`src/rtl/master_port_pkg.sv`:
```
`default_nettype none
// ============================================================================
// Module   : master_port_pkg
// Brief    : Shared FSM state encoding and bus-mode constants for master_port.
// Revision : 1.0
// ============================================================================
package master_port_pkg;

  typedef enum logic [2:0] {
    ST_IDLE  = 3'd0,
    ST_ADDR  = 3'd1,
    ST_WDATA = 3'd2,
    ST_RWAIT = 3'd3,
    ST_RDATA = 3'd4,
    ST_DONE  = 3'd5
  } state_t;

  localparam logic MODE_WRITE = 1'b1;
  localparam logic MODE_READ  = 1'b0;

endpackage
`default_nettype wire

```
`src/rtl/master_port_serial_shifter.sv`:
```
`default_nettype none
// ============================================================================
// Module   : serial_shifter
// Brief    : Parallel-load shift register (MSB out, LSB in) with bit counter.
// Revision : 1.0
// ============================================================================
module serial_shifter
  import master_port_pkg::*;
#(
  parameter int WIDTH     = 24,
  parameter int LO_WIDTH  = 8,
  parameter int CNT_WIDTH = 5
) (
  input  logic                 clk,
  input  logic                 rst,
  input  logic                 load,
  input  logic [WIDTH-1:0]     load_data,
  input  logic                 shift,
  input  logic                 shift_in,
  input  logic                 cnt_clr,
  output logic                 msb,
  output logic [LO_WIDTH-1:0]  data_lo,
  output logic [CNT_WIDTH-1:0] cnt
);

  logic [WIDTH-1:0]     r_data;
  logic [CNT_WIDTH-1:0] r_cnt;

  always_ff @(posedge clk) begin
    if (rst) begin
      r_data <= '0;
    end else if (load) begin
      r_data <= load_data;
    end else if (shift) begin
      r_data <= {r_data[WIDTH-2:0], shift_in};
    end
  end

  // Clear has priority so the last address handshake can restart the count for read data.
  always_ff @(posedge clk) begin
    if (rst) begin
      r_cnt <= '0;
    end else if (cnt_clr) begin
      r_cnt <= '0;
    end else if (shift) begin
      r_cnt <= r_cnt + 1'b1;
    end
  end

  assign msb     = r_data[WIDTH-1];
  assign data_lo = r_data[LO_WIDTH-1:0];
  assign cnt     = r_cnt;

endmodule
`default_nettype wire

```
`src/rtl/master_port.sv`:
```
`default_nettype none
// ============================================================================
// Module   : master_port
// Brief    : Serial bus master: sends address (+ write data) MSB first, then
//            collects read data; optional handshake timeout via
//            MASTER_PORT_TIMEOUT_EN.
// Revision : 1.0
// ============================================================================
module master_port
  import master_port_pkg::*;
#(
  parameter int ADDR_WIDTH     = 16,
  parameter int DATA_WIDTH     = 8,
  parameter int TIMEOUT_CYCLES = 16
) (
  input  logic                  clk,
  input  logic                  rst,
  input  logic                  req_valid,
  output logic                  req_ready,
  input  logic                  req_mode,
  input  logic [ADDR_WIDTH-1:0] req_addr,
  input  logic [DATA_WIDTH-1:0] req_wdata,
  output logic                  rsp_valid,
  output logic [DATA_WIDTH-1:0] rsp_rdata,
  output logic                  rsp_err,
  output logic                  mode,
  output logic                  wr_bus,
  output logic                  master_valid,
  output logic                  master_ready,
  input  logic                  rd_bus,
  input  logic                  slave_ready,
  input  logic                  slave_valid
);

  localparam int c_total = ADDR_WIDTH + DATA_WIDTH;
  localparam int c_cnt_w = $clog2(c_total + 1);
  localparam logic [c_cnt_w-1:0] c_addr_last  = c_cnt_w'(ADDR_WIDTH - 1);
  localparam logic [c_cnt_w-1:0] c_write_last = c_cnt_w'(c_total - 1);
  localparam logic [c_cnt_w-1:0] c_read_last  = c_cnt_w'(DATA_WIDTH - 1);

  state_t                r_state;
  state_t                w_state_nxt;
  logic                  r_mode;
  logic [DATA_WIDTH-1:0] r_rdata;
  logic                  w_accept;
  logic                  w_wr_hs;
  logic                  w_rd_hs;
  logic                  w_cnt_clr;
  logic                  w_done_nxt;
  logic                  w_timeout;
  logic                  w_msb;
  logic [DATA_WIDTH-1:0] w_load_wdata;
  logic [DATA_WIDTH-1:0] w_shift_lo;
  logic [DATA_WIDTH-1:0] w_rdata_nxt;
  logic [c_cnt_w-1:0]    w_cnt;

  assign req_ready    = (r_state == ST_IDLE);
  assign master_valid = (r_state == ST_ADDR) || (r_state == ST_WDATA);
  assign master_ready = (r_state == ST_RWAIT) || (r_state == ST_RDATA);
  assign rsp_valid    = (r_state == ST_DONE);
  assign mode         = r_mode;
  assign wr_bus       = w_msb;
  assign rsp_rdata    = r_rdata;

  assign w_accept     = req_valid && req_ready;
  assign w_wr_hs      = master_valid && slave_ready;
  assign w_rd_hs      = master_ready && slave_valid;
  assign w_load_wdata = (req_mode == MODE_READ) ? '0 : req_wdata;
  // Last read bit is still in flight on the edge into DONE, so fold it in here.
  assign w_rdata_nxt  = (w_shift_lo << 1) | DATA_WIDTH'(rd_bus);
  assign w_done_nxt   = (w_state_nxt == ST_DONE);
  assign w_cnt_clr    = w_accept || ((r_state == ST_ADDR) && (w_state_nxt == ST_RWAIT));

  always_comb begin
    w_state_nxt = r_state;
    case (r_state)
      ST_IDLE:  if (w_accept) w_state_nxt = ST_ADDR;
      ST_ADDR:  if (w_wr_hs && (w_cnt == c_addr_last))
                  w_state_nxt = (r_mode == MODE_WRITE) ? ST_WDATA : ST_RWAIT;
      ST_WDATA: if (w_wr_hs && (w_cnt == c_write_last)) w_state_nxt = ST_DONE;
      ST_RWAIT: if (w_rd_hs) w_state_nxt = (w_cnt == c_read_last) ? ST_DONE : ST_RDATA;
      ST_RDATA: if (w_rd_hs && (w_cnt == c_read_last)) w_state_nxt = ST_DONE;
      ST_DONE:  w_state_nxt = ST_IDLE;
      default:  w_state_nxt = ST_IDLE;
    endcase
    if (w_timeout) w_state_nxt = ST_DONE;
  end

  always_ff @(posedge clk) begin
    if (rst) begin
      r_state <= ST_IDLE;
      r_mode  <= 1'b0;
      r_rdata <= '0;
    end else begin
      r_state <= w_state_nxt;
      if (w_accept) r_mode <= req_mode;
      if (w_done_nxt) r_rdata <= w_rd_hs ? w_rdata_nxt : '0;
    end
  end

  serial_shifter #(
    .WIDTH     (c_total),
    .LO_WIDTH  (DATA_WIDTH),
    .CNT_WIDTH (c_cnt_w)
  ) u_shifter (
    .clk       (clk),
    .rst       (rst),
    .load      (w_accept),
    .load_data ({req_addr, w_load_wdata}),
    .shift     (w_wr_hs || w_rd_hs),
    .shift_in  (rd_bus),
    .cnt_clr   (w_cnt_clr),
    .msb       (w_msb),
    .data_lo   (w_shift_lo),
    .cnt       (w_cnt)
  );

`ifdef MASTER_PORT_TIMEOUT_EN
  localparam int c_wait_w = $clog2(TIMEOUT_CYCLES + 1);

  logic [c_wait_w-1:0] r_wait;
  logic                r_err;
  logic                w_stall;

  assign w_stall   = (master_valid && !slave_ready) || (master_ready && !slave_valid);
  assign w_timeout = w_stall && (r_wait == c_wait_w'(TIMEOUT_CYCLES - 1));
  assign rsp_err   = r_err;

  always_ff @(posedge clk) begin
    if (rst) begin
      r_wait <= '0;
      r_err  <= 1'b0;
    end else begin
      r_wait <= w_stall ? r_wait + 1'b1 : '0;
      if (w_done_nxt) r_err <= w_timeout;
    end
  end
`else
  // Constant false: without the timeout option the port waits forever.
  assign w_timeout = (TIMEOUT_CYCLES < 0);
  assign rsp_err   = 1'b0;
`endif

endmodule
`default_nettype wire
```
`config.mk`:
```
export PLATFORM = sky130hd
export DESIGN_NAME = master_port
export DESIGN_NICKNAME = d
export VERILOG_FILES = /design/src/rtl/master_port_pkg.sv /design/src/rtl/master_port_serial_shifter.sv /design/src/rtl/master_port.sv
export SDC_FILE = /design/constraint.sdc
export NUM_CORES = 1
export LEC_CHECK = 0
export CELL_PAD_IN_SITES_DETAIL_PLACEMENT = 0
export CELL_PAD_IN_SITES_GLOBAL_PLACEMENT = 1
export CORE_MARGIN = 5
export CORE_UTILIZATION = 40
export DETAILED_ROUTE_END_ITERATION = 8
export HOLD_SLACK_MARGIN = 0.08
export MAX_ROUTING_LAYER = met4
export PLACE_DENSITY = 0.94
export SYNTH_ARGS = -nofsm -noshare
export SYNTH_HDL_FRONTEND = slang
export SYNTH_SLANG_ARGS = --single-unit
```
`constraint.sdc`:
```
create_clock -name clk -period 4.8 [get_ports clk]
set_input_delay 0.96 -clock clk [delete_from_list [all_inputs] [get_ports clk]]
set_output_delay 0.96 -clock clk [all_outputs]
set_load 0.005 [all_outputs]
```
==> summary.md, run 1 <==
| Metric | Value |
|---|---|
| Status | `complete, no violations` |
| Worst setup SP type | `input pin` |
| Worst-path clk slew | `80 ps` |
| Worst-path fanout max | `18` |
| Worst Clk Skew | `12.7 ps` |
| Setup repair after global routing missed its margin | `false` |
| Ports | `46` |
| Worst vdd ir | `130 uV` |
| Yosys warns | `0` |
| Final worst slack | `1800 ps` |
| Core box area | `0.00482 mm^2` |
| # diodes | `0` |
| GP Congestion | `0.778` |
| Pin count of the biggest net entering global routing | `32` |
| Fraction of registers with async set/reset | `0` |
| Die Footprint | `0.00658 mm^2` |
| Post-synthesis adder-cell area fraction | `0.0124` |
| Post-Synth Simple-Gate Area | `0.156` |
| FMAX | `0.334 GHz` |
| Area Growth Syn to Fin | `23.7%` |
| DR WL/cell | `13.5 um` |
| Most common cell on crit path | `mux2i_1` |
| CP max stage cell | `o211a_1` |
| EDFF count, synth | `0` |
| Vias | `1545` |
| Initial antenna violation count | `0` |
| Clock sink count | `41` |
| Final slew viol count | `0` |
| Endpoint type of the worst setup path | `flop` |
| Power Density | `288 mW/mm^2` |
| Fin nets | `270` |
| HPWL Detailed | `2950 um` |
| Residual DRC | `0` |
| First-pass GRT wire length | `6580 um` |
| Vias per std cell | `5.07` |
| Finished Layout Cells | `305` |
| DR pass1 iterations | `4` |
| Synth Area in XOR/XNOR | `0.0173` |
| Die W | `81.1 um` |
| Total track usage | `0.133` |
| Slew HR | `0.200` |
| Crit Path Category | `in2reg` |
| Data required, critical path | `4990 ps` |
| Post-route ant nets | `0` |
| Least-Margin Pin Slew | `1200 ps` |
| Seq/Total Area, Yosys | `0.406` |
| Overall Power | `0.721 mW` |
| Synth Flop Type | `dfxtp_1` |
| Crit path largest cell delay | `720 ps` |
| Share of post-route cells with drive strength above 1 | `0.0630` |
| Std-Cell Rows | `25` |
| TNS Setup | `0 ps` |
| Compound-Gate Fraction of Synth Area | `0.195` |
| Grt total ovfl | `0` |
| Vias in the first global route | `1430` |
| Clock latency on the worst-skew pair | `300 ps` |
| Cts repair resizes | `0` |
| Cell count after synthesis | `202` |
| Max_cap viols | `0` |
| CP arrival | `3180 ps` |
| Hold bufs inserted after CTS | `0` |
| CTS tree | `built` |
| Post-synth cell types | `41` |
| Period utilization | `0.624` |
| Pleak | `1.04 nW` |
| Hold Crit Class | `reg2reg` |
| WL final | `4110 um` |
| Height of the die | `81.1 um` |
| CTS root buffer | `clkbuf_8` |
| Final Setup Violations | `0` |
| Mapped Area | `0.00202 mm^2` |
| Crit path time final | `3000 ps` |
| Post-synthesis mux area share | `0.134` |
| TritonCTS Buffers | `5` |
| Htree depth | `2` |
| Post-synthesis net count | `235` |
| DR iter-0 viols | `81` |
| Port Buffers | `44` |
| Place WS | `1480 ps` |
| Crit-path cells | `clkdlybuf4s50_1 > mux2i_1 > o211a_1 > buf_4 > mux2i_1 > a211oi_1` |
| Dpl cells | `297` |
| Initial Util | `0.420` |
| Syn_area_per_cell | `10.0 um^2` |
| #FFs+latches synth | `41` |
| Core Util, Final | `0.520` |
| Main combinational cell family by area after synthesis | `compound AO/OA/AOI/OAI gates` |
| Setup Buffers After CTS | `0` |
| Max Root-Sink Buffers | `2` |
| Hold Violations, Final | `0` |
## layout by cell type (no fill, tap or decap), types with 2 or more instances in the layout
cell type	synthesis	routed
buf_4	2	2
nand3_1	2	2
nand4bb_1	2	2
nand2b_1	2	2
nand2_1	7	7
nor2_1	24	24
xnor2_1	3	3
ha_1	2	2
clkdlybuf4s50_1	0	44
dfxtp_1	41	41
mux2i_1	27	27
a211oi_1	26	26
clkbuf_8	0	6
o211a_1	2	2
a31oi_1	2	2
nor2b_1	7	7
a21oi_1	9	9
a22o_1	8	8
## worst paths after layout
path                                                start  slack [ps]                          endpoint  cells after the start
worst max register to register      r_state[1]$_SDFF_PP0_        2380  u_shifter.r_data[2]$_SDFFE_PP0P_                      5
worst min-delay path            rsp_rdata[4]$_SDFFE_PP0N_         480         rsp_rdata[4]$_SDFFE_PP0N_                      1
worst min register to register  rsp_rdata[4]$_SDFFE_PP0N_         480         rsp_rdata[4]$_SDFFE_PP0N_                      1
worst max-delay path                          slave_valid        1800  u_shifter.r_data[2]$_SDFFE_PP0P_                      6
## cell usage after synthesis (3+ instances only)
library cell / count / area share
clkbuf_1: 7 / 0.013
buf_6: 4 / 0.022
nor2b_1: 7 / 0.022
dfxtp_1: 41 / 0.41
nand2_1: 7 / 0.013
a21oi_1: 9 / 0.022
a211oi_1: 26 / 0.096
a22o_1: 8 / 0.035
nor2_1: 24 / 0.045
xnor2_1: 3 / 0.013
buf_12: 3 / 0.030
mux2i_1: 27 / 0.13
## cells by family after synthesis
logic type / Yosys count
xor gates and xnor gates: 4
DFF: 41
and+or+nand+nor: 56
adders and majority gates: 2
other: 1
buffers and inverters: 19
muxes: 27
AOI/OAI and AO/OA: 52
## metrics by stage
stage	cell area (um^2)	hold WS (ps)
2_1_floorplan	2020	463
3_3_place_gp	2410	461
3_5_place_dp	2410	464
4_1_cts	2500	486
5_1_grt	2500	499
6_report	2500	481
## area by class of cell
class / instances / area, um^2
Timing Repair Buffer: 46 / 455
Sequential cell: 41 / 821
Fill cell: 487 / 2310
Clock buffer: 6 / 82.6
Tap cell: 67 / 83.8
Multi-Input combinational cell: 142 / 1040
Inverter: 1 / 3.75
Clock inverter: 2 / 13.8
## routing by layer
| metal | global-route usage | share of wire | wire, um |
|---|---|---|---|
| met3 | 0.0410 | 0.065 | 268 |
| met2 | 0.210 | 0.45 | 1850 |
| met4 | 0.0405 | 0.013 | 55 |
| met5 | - | 0 | 0 |
| met1 | 0.163 | 0.47 | 1930 |
## state kept, by name (all words and copies together) (netlist names)
| signal | count |
|---|---|
| rsp_rdata | 8 |
| mode | 1 |
| u_shifter.r_data | 24 |
| u_shifter.cnt | 5 |
| r_state | 3 |
## power breakdown
group          leakage [nW]  internal, mW  switching (mW)  total [mW]
registers             0.336         0.361          0.0151       0.376
clock network        0.0512         0.116           0.120       0.236
logic                 0.657        0.0588          0.0495       0.108
total                  1.04         0.536           0.185       0.721
## critical path, delay by kind of cell
family,cells,cell delay (ps)
AO/OA/AOI/OAI,2,990
buffers and inverters,2,920
multiplexers,2,310
No activity file was read; power rests on OpenSTA's default activity.
==> run 2: changes to the inputs <==
CORE_UTILIZATION = 34   (was 40)
PLACE_DENSITY = 0.86   (was 0.94)
clock period = 2.45 ns   (was 4.8 ns; I/O delays follow)
==> run 2 against run 1 <==
  * Global-route usage is 2.1 points lower
  * Combinational power grew 99%
  * Via count rose by 1.4%
  * Final area rose by 0.70%
  * Setup slack worse by 1700 ps
  * Wire length shrank 4.4%
  * Critical path depth fell by 3
  * First-iteration DRC count is 3.7% lower
  * Non-clock buffer count rose by 2
  * Count of clock-buffer cells in the layout down 1
==> summary.md, run 2 (synthesized netlist as in run 1, its figures left out) <==
| Metric | Value |
|---|---|
| Max Root-Sink Buffers | `2` |
| Clock latency on the worst-skew pair | `290 ps` |
| Core Util, Final | `0.431` |
| # diodes | `0` |
| Commonest non-fill, non-tap cell in the layout | `clkdlybuf4s50_1` |
| Crit path time final | `2300 ps` |
| HPWL Detailed | `2890 um` |
| Crit path largest cell delay | `500 ps` |
| Core box area | `0.00585 mm^2` |
| Max reg flops | `24` |
| Worst setup SP type | `flop` |
| Hold WS | `481 ps` |
| Setup repair after global routing missed its margin | `false` |
| Sw Ratio | `0.248` |
| Die W | `87.1 um` |
| CTS root buffer | `clkbuf_8` |
| Post-route ant nets | `0` |
| TritonCTS Buffers | `5` |
| Setup Buffers After CTS | `0` |
| Crit Path Category | `reg2out` |
| TNS Setup | `0 ps` |
| Hold Crit Class | `reg2reg` |
| Die Footprint | `0.00759 mm^2` |
| Max_cap viols | `0` |
| GP Congestion | `0.764` |
| Largest delay share family, worst path | `simple AND/OR/NAND/NOR gates` |
| Grt total ovfl | `0` |
| CP max stage cell | `clkdlybuf4s50_1` |
| DR pass1 iterations | `4` |
| Vias in the first global route | `1471` |
| Finished Layout Cells | `313` |
| Sw Pwr | `0.334 mW` |
| Final Setup Violations | `0` |
| Initial Util | `0.346` |
| Top reg by flops | `u_shifter.r_data` |
| Period utilization | `0.940` |
| Fin nets | `272` |
| Most frequent cells in the layout | `44 x clkdlybuf4s50_1, 39 x dfxtp_1, 27 x mux2i_1, 26 x a211oi_1, 24 x nor2_1` |
| Final worst slack | `148 ps` |
| Vias per std cell | `5.01` |
| CTS tree | `built` |
| DP Area | `0.00244 mm^2` |
| Std-Cell Rows | `28` |
| Pleak | `1.05 nW` |
| CP arrival | `1810 ps` |
| Overall Power | `1.35 mW` |
| Share of post-route cells with drive strength above 1 | `0.0714` |
| FMAX | `0.434 GHz` |
| Comb pwr share | `0.159` |
| Endpoint type of the worst setup path | `output pin` |
| Dpl cells | `307` |
| Residual DRC | `0` |
| Power Density | `535 mW/mm^2` |
| Htree depth | `2` |
| Total track usage | `0.112` |
| Status | `complete, no violations` |
| Cell Int Power | `1.01 mW` |
| Data required, critical path | `1960 ps` |
| Seq pwr share | `0.546` |
| DR WL/cell | `12.6 um` |
| Height of the die | `87.1 um` |
| WL final | `3930 um` |
| Port Buffers | `44` |
| Final instance area | `0.00252 mm^2` |
| Clock sink count | `41` |
| CP bufs+invs | `1` |
| Crit-path cells | `or3b_1 > nand2_1 > clkdlybuf4s50_1` |
| Worst-path fanout max | `14` |
| Hold Violations, Final | `0` |
| First-pass GRT wire length | `6650 um` |
| Vias | `1567` |
| Worst vdd ir | `203 uV` |
| DR iter-0 viols | `78` |
| Ports | `46` |
| Area Growth Syn to Fin | `24.6%` |
| Final slew viol count | `0` |
| Pin count of the biggest net entering global routing | `31` |
| Initial antenna violation count | `0` |
| Worst-path clk slew | `80 ps` |
| Worst Clk Skew | `8.55 ps` |
| Clock share of power | `0.295` |
| Place WS | `236 ps` |
-- run 2: cell type report --
cell class	instances	area (um^2)
repair buffers	48	483
clock buffers	5	68.8
inverters	1	3.75
multi-input cells	142	1040
flip-flops and latches	41	823
fillers	600	3330
well taps	75	93.8
clock inverters	1	5.00
-- run 2: path summary, 6_finish.rpt --
check                                 from                        end  slack, ps  cells after the start
min reg2reg      rsp_rdata[5]$_SDFFE_PP0N_  rsp_rdata[5]$_SDFFE_PP0N_        480                      1
max                  r_state[0]$_SDFF_PP0_               master_ready        150                      3
min              rsp_rdata[5]$_SDFFE_PP0N_  rsp_rdata[5]$_SDFFE_PP0N_        480                      1
max reg2reg  u_shifter.cnt[0]$_SDFFE_PP0P_  rsp_rdata[6]$_SDFFE_PP0N_        330                      8
-- run 2: power by group through the flow --
stage | sequential [mW] | clock, mW | combinational, mW
final | 0.736 | 0.397 | 0.215
after global routing | 0.742 | 0.449 | 0.237
after CTS | 0.737 | 0.413 | 0.218
after detailed placement | 0.752 | 0 | 0.217
after global placement | 0.751 | 0 | 0.215
after floorplan | 0.742 | 0 | 0.149
-- run 2: per-layer routing --
layer	global-route usage	vias up	wire, um
met3	0.0303	5	222
li1	-	810	-
met1	0.141	718	1880
met5	-	-	0
met4	0.0418	0	53
met2	0.173	34	1770
-- run 2: timing repair --
| action | CTS | global route |
|---|---|---|
| resized for setup | 0 | 2 |
| setup endpoints to repair | 0 | 1 |
| hold buffers | 0 | 0 |
-- run 2: worst register-to-register path, stage by stage (launching register included) --
cell,delay (ps)
dfxtp_1,330
ha_1,230
and3_1,190
ha_1,190
and3b_1,200
a221o_1,310
nand3_2,90
and4b_1,360
a22o_1,170
